`src/rtl/fetch_sequencer.sv`:
```
// fetch_sequencer: multi-cycle instruction sequencer for the non-pipelined core.
// Owns the program counter, fetches one instruction at a time, presents it to
// decode, then waits for execute before stepping or branching the PC.
// A misaligned next PC parks the block in a terminal FAULT state.
//
// Handshake rule for every valid/ready pair on this block: a transfer happens
// only at a rising edge where valid and ready are both high; valid, address and
// payload hold steady until that edge, and ready while valid is low is ignored.

module fetch_sequencer #(
  parameter int ADDRESS_WIDTH = 32,
  parameter int COUNT_WIDTH   = 32
) (
  input  logic                     clock,
  input  logic                     reset_n,
  output logic                     fetch_request_valid,
  input  logic                     fetch_request_ready,
  output logic [ADDRESS_WIDTH-1:0] fetch_request_address,
  input  logic                     fetch_response_valid,
  input  logic [31:0]              fetch_response_data,
  output logic                     instruction_valid,
  input  logic                     instruction_ready,
  output logic [31:0]              instruction,
  output logic [ADDRESS_WIDTH-1:0] program_counter,
  output logic [ADDRESS_WIDTH-1:0] program_counter_plus_4,
  input  logic                     execute_done,
  input  logic                     branch_taken,
  input  logic [31:0]              branch_immediate,
  output logic                     fault,
  output logic [COUNT_WIDTH-1:0]   retired_count,
  output logic [2:0]               debug_state
);

  typedef enum logic [2:0] {
    S_IDLE    = 3'd0,
    S_REQUEST = 3'd1,
    S_WAIT    = 3'd2,
    S_ISSUE   = 3'd3,
    S_EXECUTE = 3'd4,
    S_FAULT   = 3'd5
  } state_t;

  state_t                   r_state;
  state_t                   w_next_state;

  logic [ADDRESS_WIDTH-1:0] r_pc;
  logic [31:0]              r_instruction;
  logic [COUNT_WIDTH-1:0]   r_retired;
  logic                     r_fetch_valid;
  logic                     r_instr_valid;
  logic                     r_fault;

  logic [ADDRESS_WIDTH-1:0] w_pc_plus_4;
  logic [31:0]              w_imm_bytes;
  logic [31:0]              w_branch_sum;
  logic [ADDRESS_WIDTH-1:0] w_branch_target;
  logic [ADDRESS_WIDTH-1:0] w_next_pc;
  logic                     w_next_aligned;
  logic                     w_retire;
  logic                     w_capture;
  logic                     w_fetch_valid_nxt;
  logic                     w_instr_valid_nxt;
  logic                     w_fault_nxt;

  // Next-PC datapath: the branch sum is formed at 32 bits and then truncated
  // to the address width, so both paths wrap at the top of the address space.
  assign w_pc_plus_4     = r_pc + ADDRESS_WIDTH'(4);
  assign w_imm_bytes     = branch_immediate << 1;
  assign w_branch_sum    = 32'(r_pc) + w_imm_bytes;
  assign w_branch_target = ADDRESS_WIDTH'(w_branch_sum);
  assign w_next_pc       = branch_taken ? w_branch_target : w_pc_plus_4;
  assign w_next_aligned  = (w_next_pc[1:0] == 2'b00);

  // Update strobes; inputs are only meaningful in their owning state.
  assign w_retire  = (r_state == S_EXECUTE) && execute_done && w_next_aligned;
  assign w_capture = (r_state == S_WAIT) && fetch_response_valid;

  // State register with synchronous active-low reset.
  always_ff @(posedge clock) begin
    if (!reset_n) begin
      r_state <= S_IDLE;
    end else begin
      r_state <= w_next_state;
    end
  end

  // Next-state logic: walk request -> wait -> issue -> execute, or stop in FAULT.
  always_comb begin
    w_next_state = r_state;
    case (r_state)
      S_IDLE:    w_next_state = S_REQUEST;
      S_REQUEST: if (fetch_request_ready)  w_next_state = S_WAIT;
      S_WAIT:    if (fetch_response_valid) w_next_state = S_ISSUE;
      S_ISSUE:   if (instruction_ready)    w_next_state = S_EXECUTE;
      S_EXECUTE: begin
        if (execute_done) begin
          w_next_state = w_next_aligned ? S_REQUEST : S_FAULT;
        end
      end
      S_FAULT:   w_next_state = S_FAULT;
      default:   w_next_state = S_IDLE;
    endcase
  end

  // Output decode from the next state so the handshake outputs come out of flops.
  always_comb begin
    w_fetch_valid_nxt = 1'b0;
    w_instr_valid_nxt = 1'b0;
    w_fault_nxt       = 1'b0;
    case (w_next_state)
      S_REQUEST: w_fetch_valid_nxt = 1'b1;
      S_ISSUE:   w_instr_valid_nxt = 1'b1;
      S_FAULT:   w_fault_nxt       = 1'b1;
      default: begin
        w_fetch_valid_nxt = 1'b0;
        w_instr_valid_nxt = 1'b0;
        w_fault_nxt       = 1'b0;
      end
    endcase
  end

  // Registered handshake and fault outputs.
  always_ff @(posedge clock) begin
    if (!reset_n) begin
      r_fetch_valid <= 1'b0;
      r_instr_valid <= 1'b0;
      r_fault       <= 1'b0;
    end else begin
      r_fetch_valid <= w_fetch_valid_nxt;
      r_instr_valid <= w_instr_valid_nxt;
      r_fault       <= w_fault_nxt;
    end
  end

  // Instruction latch: loaded only by a response that arrives while waiting.
  always_ff @(posedge clock) begin
    if (!reset_n) begin
      r_instruction <= 32'd0;
    end else if (w_capture) begin
      r_instruction <= fetch_response_data;
    end
  end

  // PC and retired counter advance together on an aligned completion only.
  always_ff @(posedge clock) begin
    if (!reset_n) begin
      r_pc      <= '0;
      r_retired <= '0;
    end else if (w_retire) begin
      r_pc      <= w_next_pc;
      r_retired <= r_retired + COUNT_WIDTH'(1);
    end
  end

  assign fetch_request_valid    = r_fetch_valid;
  assign fetch_request_address  = r_pc;
  assign instruction_valid      = r_instr_valid;
  assign instruction            = r_instruction;
  assign program_counter        = r_pc;
  assign program_counter_plus_4 = w_pc_plus_4;
  assign fault                  = r_fault;
  assign retired_count          = r_retired;
  assign debug_state            = r_state;

endmodule
```
`config.mk`:
```
export PLATFORM = sky130hd
export DESIGN_NAME = fetch_sequencer
export DESIGN_NICKNAME = d
export VERILOG_FILES = /design/src/rtl/fetch_sequencer.sv
export SDC_FILE = /design/constraint.sdc
export NUM_CORES = 1
export LEC_CHECK = 0
export ABC_AREA = 1
export BUFFER_PORTS_ARGS = -buffer_cell sky130_fd_sc_hd__buf_2
export CAP_MARGIN = 10
export CORE_MARGIN = 3
export CORE_UTILIZATION = 48
export DETAILED_ROUTE_END_ITERATION = 7
export PLACE_DENSITY = 0.88
export SLEW_MARGIN = 0
export SYNTH_ARGS = -nofsm -noshare
export SYNTH_HDL_FRONTEND = slang
export SYNTH_SLANG_ARGS = --single-unit
```
`constraint.sdc`:
```
create_clock -name clock -period 2 [get_ports clock]
set_input_delay 0.5 -clock clock [delete_from_list [all_inputs] [get_ports clock]]
set_output_delay 0.5 -clock clock [all_outputs]
set_load 0.01 [all_outputs]
```
==> impl_metrics.toml <==
[route]
drtAntennaViolNets = 0
wl_met1_um = 14380
first_iter_violations = 2110
wl_met3_um = 7464
vias = 12380
highest_layer = "met5"
dr.pass1.iters = 8
wl_per_cell_um = 23.64
wl_um = 46530
dr_wl_met2_um = 18920
drc = 140
via_per_inst = 6.290

[clock_network]
path_clk_slew_ns = 0.08
cts_buffers = 9
clockRootBuffer = "clkbuf_16"
clock_latency_ns = 0.36
cts.sinks = 101
cts_tree = "done"
htree_num_levels = 3
clk_path_buf_depth = 2

[power_and_ir_drop]
power.density_nw_per_um2 = 373.5
total_power_uw = 4930
power_leakage_uw = 0.006933
vdd_drop_max_v = 0.0005660

[placed_design]
hpwl_um = 22650
place.gp.congestion = 0.9709
numPortBuffers = 232
placed_area_sq_um = 10260

[status]
status = "finished, violations left"
violations = "DRC, setup timing"

[logic_synthesis]
ys_warn_count = 0
seq_area_frac_synth = 0.2548
ys_ff_latch = 101
synthCells = 1343
synthDistinctLibCells = 42
syn_avg_cell_area_sq_um = 5.909
netlist_area_sq_um = 7936

[sta]
rsz0062_at_grt = "true"
hold_violations = 0
clock_skew_ns = 0.01992
slew_headroom = 0.6195
holdWs_ns = 0.3995
period_minus_slack_ns = 2.787
worstMarginPinSlew_ns = 0.5686
max_clock_freq_mhz = 358.9
finalSetupViolCount = 52
setup_slack_ns = -0.7865
fin_crit_sh = 1.393
finalMaxSlewViolations = 0

[floorplanning]
start_util = 0.4942
die_y_um = 134.6
fp-row-count = 46
io_pins = 237
die_area_sq_um = 18110
die_x_um = 134.6
core-area_sq_um = 16060

[worst_setup_path]
cp_common_cell = "nand2_1"
startpoint_type = "register"
cp_data_required_time_ns = 1.50
worstSetupPathType = "register to primary output"
crit_chain = "nand2_2 -> nor3_1 -> nand2_1 -> nor2_2 -> nand3b_1 -> nand2_1 -> buf_2"
critPathTopFamily = "simple AND/OR/NAND/NOR gates"
worst_setup_path_end_kind = "primary output"
critical_path.max_stage_delay_ns = 0.54
cp.buffers_inverters = 1
crit_arrival_ns = 2.29
cp_slowest_cell = "dfxtp_2"
cp_max_fo = 7

[finish]
drive_above_1_share = 0.4874
fin_area_sq_um = 13200
diodes = 0
nets = 1851
syn_to_final_growth_pct = 66.31

[job]
maxCapViolCount = 0

[global_routing]
grt_pass1_wl_um = 50920
antenna_found_initial = 1
grt_pass1_vias = 10320
gr-usage-all-layers = 0.3488
grt_start_max_net_pins = 56
overflow = 0

[min_path]
min_path_type = "primary input to register"
-- cell type report --
| class | instances | area, sq um |
|---|---|---|
| multi-input cells | 981 | 6598 |
| inverters | 197 | 764.5 |
| clock inverters | 4 | 56.30 |
| repair buffers | 457 | 3156 |
| flip-flops and latches | 101 | 2108 |
| clock buffers | 12 | 246.5 |
| fillers | 850 | 2859 |
| well taps | 216 | 270.3 |
-- routing by layer --
layer,global-route usage,vias up
met1,0.4051,5455
met2,0.5975,1340
li1,-,4996
met5,0,-
met4,0.1889,4
met3,0.07861,584
-- registers in the layout (all words and copies together), names as in the netlist --
signal	cells
retired_count	32
fetch_request_address	31
debug_state	3
fetch_request_valid	1
fault	1
instruction	32
instruction_valid	1
-- layout by cell type, fill, tap and decap left out, types with 42 or more instances in the layout --
master / synthesis / layout
o21ai_0: 66 / 54
buf_4: 35 / 181
nand2_4: 0 / 42
inv_1: 191 / 163
buf_2: 1 / 220
dfxtp_1: 101 / 74
buf_6: 1 / 48
nand2_2: 3 / 88
nor2_1: 169 / 124
a21oi_1: 73 / 50
nand2_1: 401 / 273
nand3_1: 85 / 46
-- worst paths after layout --
kind,cells past startpoint,start,slack [ns],to
setup / recovery,7,fetch_request_address[24],-0.79,program_counter_plus_4[28]
hold / removal,3,fetch_response_data[30],0.40,instruction[30]
setup reg to reg,13,fetch_request_address[14],-0.42,fetch_request_address[15]
hold reg to reg,2,instruction[5],0.48,instruction[5]
-- cells in the mapped netlist (all sizes together) --
library cell,instances,area (sq um)
nand2,404,1524
inv,197,739.5
nor2,180,718.2
dfxtp,101,2022
nand3,89,465.5
a21oi,73,365.4
o21ai,69,345.3
nor3,41,235.2
buf,39,286.5
ha,32,400.4
clkbuf,27,101.4
xor2,27,236.5
nand4,19,133.9
xnor2,10,95.10
nand3b,7,52.55
a31oi,4,25.02
o21bai,4,30.03
or2,4,25.03
and2,3,18.77
nor3b,3,32.53
a211oi,2,15.01
o211ai,2,15.01
and3,1,6.260
conb,1,3.750
fa,1,20.02
o2111ai,1,8.760
o21a,1,7.510
o31ai,1,7.510
-- worst reg2reg max path, cell delays in order (launching register included) --
cell	delay [ns]
dfxtp_4	0.37
buf_4	0.17
ha_4	0.27
nand2_2	0.13
inv_1	0.07
nand2_1	0.08
nand2_1	0.11
a21oi_2	0.39
nand2_4	0.15
xor2_2	0.27
nand2_1	0.09
o211ai_1	0.10
nand2_1	0.09
inv_1	0.08
-- stage by stage --
| stage | setup slack, ns | utilization | std cells | TNS, ns |
|---|---|---|---|---|
| finish | -0.7865 | 0.8220 | 1968 | -19.04 |
| detailed placement | -0.3610 | 0.6388 | 1888 | -10.95 |
| floorplan | 0.01230 | - | 1345 | 0 |
| CTS | -0.2541 | 0.7174 | 1937 | -5.415 |
| global route | -0.8195 | 0.8220 | 1968 | -20.58 |
| global placement | -0.3248 | 0.6388 | 1888 | -8.261 |
-- repair_timing --
action                                  4_1_cts  5_1_grt
endpoints found under the setup margin       52       54
hold endpoints to repair                      0        0
buffers inserted                             33       34
gates resized for setup                     186      362
hold buffers                                  0        0
pin swaps                                    51      126
-- cells by family (layout without fill, tap and decap cells) --
family	Yosys count	count (layout)	share of synthesized area
simple gates	751	751	0.4047
buf+inv	263	670	0.1420
compound gates	157	157	0.1033
flops	101	101	0.2548
xor+xnor	37	37	0.04178
fa+ha+maj	33	33	0.05297
other cells	1	3	0.0004725
-- power by group --
part           switching (uW)  internal (uW)
sequential               37.4           2040
clock                     870           1020
combinational             577            392
Power figures use the tool's default switching activity.
